`src/rtl/fetch_sequencer_if.sv`:
```
// Handshake and bus signals between the fetch sequencer and its ROM, branch LUT,
// instruction decoder and data memory.
interface fetch_sequencer_if;
    logic        start;
    logic [8:0]  inst;
    logic        branch_en;
    logic        memory_read_en;
    logic        memory_write_en;
    logic        mem_ack;
    logic [9:0]  lut_target;
    logic [4:0]  lut_key;
    logic [9:0]  pc;
    logic        mem_req;
    logic        exec_en;
    logic        done;
    logic        fault;
    logic [15:0] cycle_count;

    modport master (
        input  start, inst, branch_en, memory_read_en, memory_write_en, mem_ack, lut_target,
        output lut_key, pc, mem_req, exec_en, done, fault, cycle_count
    );

    modport slave (
        output start, inst, branch_en, memory_read_en, memory_write_en, mem_ack, lut_target,
        input  lut_key, pc, mem_req, exec_en, done, fault, cycle_count
    );
endinterface

```
`src/rtl/fetch_sequencer.sv`:
```
// Program-counter sequencer: single-cycle retire for ALU/branch ops, stalls on data
// memory until acknowledged, and faults after 255 consecutive un-acked wait cycles.
module fetch_sequencer (
    input  logic              clk,
    input  logic              reset,
    fetch_sequencer_if.master bus
);

    typedef enum logic [2:0] {IDLE, RUN, MEM_WAIT, HALT, FAULT} state_t;

    localparam logic [8:0] HALT_OPCODE = 9'h1FF;
    localparam logic [7:0] WAIT_LIMIT  = 8'd254;

    state_t      state;
    logic [9:0]  pc;
    logic [15:0] cycle_count;
    logic [7:0]  wait_cnt;
    logic        done;
    logic        fault;
    logic        mem_req;
    logic        exec_en;
    logic        mem_op;
    logic        halt_op;
    logic [15:0] cycle_next;

    assign mem_op     = bus.memory_read_en | bus.memory_write_en;
    assign halt_op    = (bus.inst == HALT_OPCODE);
    assign cycle_next = (cycle_count == 16'hFFFF) ? cycle_count : cycle_count + 16'd1;

    // Zero-latency strobes: exec_en follows inst in the same cycle so ALU ops retire 1/clk.
    always_comb begin
        // NOTE: every output gets a default before the case so no latch is inferred.
        mem_req = 1'b0;
        exec_en = 1'b0;
        if (!reset) begin
            case (state)
                RUN: begin
                    if (!halt_op) begin
                        if (mem_op) begin
                            mem_req = 1'b1;
                            exec_en = bus.mem_ack;
                        end else begin
                            exec_en = 1'b1;
                        end
                    end
                end
                MEM_WAIT: begin
                    mem_req = 1'b1;
                    exec_en = bus.mem_ack;
                end
                default: ;
            endcase
        end
    end

    always_ff @(posedge clk) begin
        // NOTE: all state is updated with non-blocking assignments so every register
        // samples pre-edge values regardless of statement order.
        if (reset) begin
            state       <= IDLE;
            pc          <= '0;
            cycle_count <= '0;
            wait_cnt    <= '0;
            done        <= 1'b0;
            fault       <= 1'b0;
        end else begin
            case (state)
                IDLE: begin
                    pc <= '0;
                    if (bus.start) begin
                        state       <= RUN;
                        cycle_count <= '0;
                    end
                end
                RUN: begin
                    cycle_count <= cycle_next;
                    if (halt_op) begin
                        state <= HALT;
                        done  <= 1'b1;
                    end else if (mem_op) begin
                        if (bus.mem_ack) begin
                            pc <= pc + 10'd1;
                        end else begin
                            state    <= MEM_WAIT;
                            wait_cnt <= '0;
                        end
                    end else if (bus.branch_en) begin
                        pc <= bus.lut_target;
                    end else begin
                        pc <= pc + 10'd1;
                    end
                end
                MEM_WAIT: begin
                    cycle_count <= cycle_next;
                    if (bus.mem_ack) begin
                        pc    <= pc + 10'd1;
                        state <= RUN;
                    end else begin
                        wait_cnt <= wait_cnt + 8'd1;
                        // wait_cnt counts un-acked cycles already spent; this is the 255th.
                        if (wait_cnt == WAIT_LIMIT) begin
                            state <= FAULT;
                            fault <= 1'b1;
                        end
                    end
                end
                HALT, FAULT: begin
                    if (bus.start) begin
                        state       <= RUN;
                        pc          <= '0;
                        cycle_count <= '0;
                        done        <= 1'b0;
                        fault       <= 1'b0;
                    end
                end
                default: state <= IDLE;
            endcase
        end
    end

    assign bus.lut_key     = bus.inst[4:0];
    assign bus.pc          = pc;
    assign bus.mem_req     = mem_req;
    assign bus.exec_en     = exec_en;
    assign bus.done        = done;
    assign bus.fault       = fault;
    assign bus.cycle_count = cycle_count;

endmodule

```
`src/flat_wrapper.sv`:
```
// flat-port wrapper written by rule: the top's interface ports become plain ports
module fetch_sequencer_flat 
  (clk, reset, bus_start, bus_inst, bus_branch_en, bus_memory_read_en, bus_memory_write_en, bus_mem_ack, bus_lut_target, bus_lut_key, bus_pc, bus_mem_req, bus_exec_en, bus_done, bus_fault, bus_cycle_count);
  fetch_sequencer_if bus_i ();
  input  logic clk;
  input  logic reset;
  input wire logic [$bits(bus_i.start)-1:0] bus_start;
  input wire logic [$bits(bus_i.inst)-1:0] bus_inst;
  input wire logic [$bits(bus_i.branch_en)-1:0] bus_branch_en;
  input wire logic [$bits(bus_i.memory_read_en)-1:0] bus_memory_read_en;
  input wire logic [$bits(bus_i.memory_write_en)-1:0] bus_memory_write_en;
  input wire logic [$bits(bus_i.mem_ack)-1:0] bus_mem_ack;
  input wire logic [$bits(bus_i.lut_target)-1:0] bus_lut_target;
  output wire logic [$bits(bus_i.lut_key)-1:0] bus_lut_key;
  output wire logic [$bits(bus_i.pc)-1:0] bus_pc;
  output wire logic [$bits(bus_i.mem_req)-1:0] bus_mem_req;
  output wire logic [$bits(bus_i.exec_en)-1:0] bus_exec_en;
  output wire logic [$bits(bus_i.done)-1:0] bus_done;
  output wire logic [$bits(bus_i.fault)-1:0] bus_fault;
  output wire logic [$bits(bus_i.cycle_count)-1:0] bus_cycle_count;
  assign bus_i.start = bus_start;
  assign bus_i.inst = bus_inst;
  assign bus_i.branch_en = bus_branch_en;
  assign bus_i.memory_read_en = bus_memory_read_en;
  assign bus_i.memory_write_en = bus_memory_write_en;
  assign bus_i.mem_ack = bus_mem_ack;
  assign bus_i.lut_target = bus_lut_target;
  assign bus_lut_key = bus_i.lut_key;
  assign bus_pc = bus_i.pc;
  assign bus_mem_req = bus_i.mem_req;
  assign bus_exec_en = bus_i.exec_en;
  assign bus_done = bus_i.done;
  assign bus_fault = bus_i.fault;
  assign bus_cycle_count = bus_i.cycle_count;
  fetch_sequencer u_core (.clk(clk), .reset(reset), .bus(bus_i));
endmodule
```
`config.mk`:
```
export PLATFORM = sky130hd
export DESIGN_NAME = fetch_sequencer_flat
export DESIGN_NICKNAME = d
export VERILOG_FILES = /design/src/rtl/fetch_sequencer_if.sv /design/src/rtl/fetch_sequencer.sv /design/src/flat_wrapper.sv
export SDC_FILE = /design/constraint.sdc
export NUM_CORES = 1
export LEC_CHECK = 0
export BUFFER_PORTS_ARGS = -buffer_cell sky130_fd_sc_hd__buf_2
export CAP_MARGIN = 20
export CORE_MARGIN = 4
export CORE_UTILIZATION = 25
export DETAILED_ROUTE_END_ITERATION = 6
export PLACE_DENSITY_LB_ADDON = 0.1
export SLEW_MARGIN = 20
export SYNTH_ARGS = -nofsm -noshare
export SYNTH_HDL_FRONTEND = slang
export SYNTH_SLANG_ARGS = --single-unit
```
`constraint.sdc`:
```
create_clock -name clk -period 2 [get_ports clk]
set_clock_uncertainty 0.1 [all_clocks]
set_input_delay 0 -clock clk [delete_from_list [all_inputs] [get_ports clk]]
set_output_delay 0 -clock clk [all_outputs]
set_load 0.05 [all_outputs]
```
==> results by group <==
Yosys
  – Ranking of synthesized cells by area: dfxtp_1 29%, a21oi_1 5.2%, o21ai_0 4.3%
  – Synth top area share: 0.290
  – Seq cells post-synth: 39
  – Post-synth cell types: 61
  – Primary FF master, synth: dfxtp_1
  – YS warnings: 0
  – Mapped Area: 0.00269 mm2
  – Post-synth EDFFs: 0
  – Synth Area per Inst: 7.61 um2
  – Ys async rst share: 0
  – Net Count, Synth: 384
  – Synthesized instance count: 354
  – Cell taking the most area after synthesis: dfxtp_1
  – Seq/Total Area, Yosys: 0.290

Min path
  – Tightest Hold Check Type: primary input to flop
  – Worst hold start: bus_lut_target[4]

Detailed routing
  – Total Routed Length: 8770 um
  – DRC Markers: 0
  – Via count: 2984
  – Via density: 5.02
  – Remaining antenna violation count: 0
  – TritonRoute pass-1 iters: 4
  – DR iter-0 viols: 174
  – WL/cell: 14.8 um

Finish
  – Fraction of layout cells with a size suffix above 1: 0.371
  – Fillers: 1119
  – Diode count: 0
  – Core Util, Final: 0.365
  – Most frequent cells in the layout: 59 x buf_2, 57 x buf_4, 28 x a21oi_1
  – Fin nets: 487
  – Layout area overhead: 41.2%
  – Commonest non-fill, non-tap cell in the layout: buf_2
  – Multi-input logic area: 0.00185 mm2
  – Register area: 818 um2

Global routing
  – Gr ovfl total: 0
  – Vias in the first global route: 2954
  – Largest net degree at the start of global routing: 19
  – Global-route wire length before repair: 14400 um
  – Antenna violations before repair: 0
  – GRT Total Usage: 0.139

Setup path
  – Worst setup path startpoint: u_core.state[0]
  – WP data arrival: 1890 ps
  – Worst endpoint required time: 1900 ps
  – Setup crit end kind: output port
  – Startpoint type of the worst setup path: flop
  – Crit Path Category: flop to output port
  – Worst-path fanout max: 6
  – Reg-to-reg startpoint: u_core.state[1]

Floorplan
  – Initial Utilization: 0.259
  – FP Rows: 37
  – Die X: 112 um
  – Core Area: 0.0104 mm2
  – Die Y-Extent: 112 um
  – I/O pin total: 61
  – Die Area: 0.0125 mm2

Timing
  – Count of pins over their slew limit: 0
  – Setup violators final: 0
  – Tightest Pin Transition: 519 ps
  – Final hold vios: 0
  – Period utilisation layout: 0.993
  – Max Fclk: 503 MHz
  – Min Tclk post-route: 1990 ps
  – Slew HR: 0.650
  – RSZ-0062 raised after global routing: true
  – Final worst slack: 13.5 ps

Clocking
  – # clock sinks: 39
  – Clk pin slew, worst setup/hold paths: 80 ps
  – Total CTS buffers: 5
  – Clock Latency Late Sink: 300 ps
  – TritonCTS clock tree: done
  – CTS H-tree lvls: 2
  – Root Driver: clkbuf_8
  – CTS max path bufs: 2

Placement
  – Gp weighted congestion: 0.809
  – DP Worst Slack: -56.0 ps
  – PortBufs: 60
  – Dpl hpwl: 6800 um

Status
  – Status: complete, no violations

Power and ir drop
  – Pwr/cell area: 739 mW/mm2
  – Worst VDD drop: 343 uV
  – LEAKAGE: 0.00148 uW

Run
  – Max-cap violations: 0
-- final timing paths --
| kind | endpoint | slack [ps] | cells after the start |
|---|---|---|---|
| max reg2reg | u_core.bus.cycle_count[8] | 60 | 7 |
| min | u_core.bus.pc[4] | 10 | 5 |
| max | bus_exec_en | 10 | 6 |
| min reg2reg | u_core.bus.cycle_count[8] | 390 | 2 |
-- synth_stat cells (all sizes together), types with 3 or more instances --
cell type  instances
xnor2             10
clkbuf            17
and3               9
dfxtp             39
nor3              12
a21oi             29
nand4              9
o31a               4
xor2               4
o31ai              7
buf               10
or2                3
a211oi             3
o211ai             4
nor2              24
nor2b              3
or3               10
o21a               4
nor4              11
inv               10
o21ai             27
or4               11
nand3             19
o21bai             3
nand2b             7
nand2             27
ha                 4
-- where the power goes --
part	total, uW	internal (uW)	switching [uW]
sequential	874	818	56.7
clock	811	500	311
combinational	1130	488	640
-- metrics by stage --
stage,power [uW],cells,setup TNS (ps),cell area (um2),hold WS (ps)
after floorplan,1530,354,0,2760,67.1
after global placement,1940,577,-277,3500,202
after detailed placement,1940,577,-104,3500,204
after CTS,2820,590,-35.7,3710,3.73
after global routing,2980,594,-80.7,3800,28.2
final,2810,594,0,3800,9.86
-- registers in the layout (all words and copies together), names as in the netlist --
signal,count
u_core.bus.cycle_count,16
u_core.bus.fault,1
u_core.state,3
u_core.bus.done,1
u_core.wait_cnt,8
u_core.bus.pc,10
-- cells by family (layout without fill, tap and decap cells) --
kind of cell,count (synthesis),count (layout),share of synthesized area
adder cells (fa/ha/maj),4,4,0.0186
AND/OR/NAND/NOR,157,157,0.335
flip-flops,39,39,0.290
AO/OA/AOI/OAI,101,101,0.239
multiplexers,2,2,0.00743
XOR/XNOR,14,14,0.0455
buffers and inverters,37,141,0.0641
-- final cells by class --
type,instances,share of cell area
clock inverter,2,0.0158
timing repair buffer,123,0.209
multi-input combinational,278,0.485
tap,136,0.0447
clock buffer,6,0.0191
inverter,10,0.0105
sequential,39,0.215
-- critical path: stages (launching register included) --
cell and delay [ps]:
dfxtp_4 390, or3b_4 420, buf_6 150, nor3_4 140, nand2_2 90, a211oi_4 220
buf_6 190
-- what timing repair did --
action,in CTS,in global routing
pin swaps,2,6
hold endpoints to repair,9,0
gates resized for setup,14,13
setup endpoints to repair,12,21
setup buffers,1,4
hold buffers,4,0
-- per-layer routing --
| metal | GRT usage | vias up | routed length (um) |
|---|---|---|---|
| met1 | 0.177 | 1398 | 4170 |
| met5 | 0 | - | 0 |
| met3 | 0.0255 | 9 | 305 |
| met2 | 0.239 | 43 | 4180 |
| li1 | - | 1534 | - |
| met4 | 0.0365 | 0 | 110 |
No activity file was read; power rests on OpenSTA's default activity.
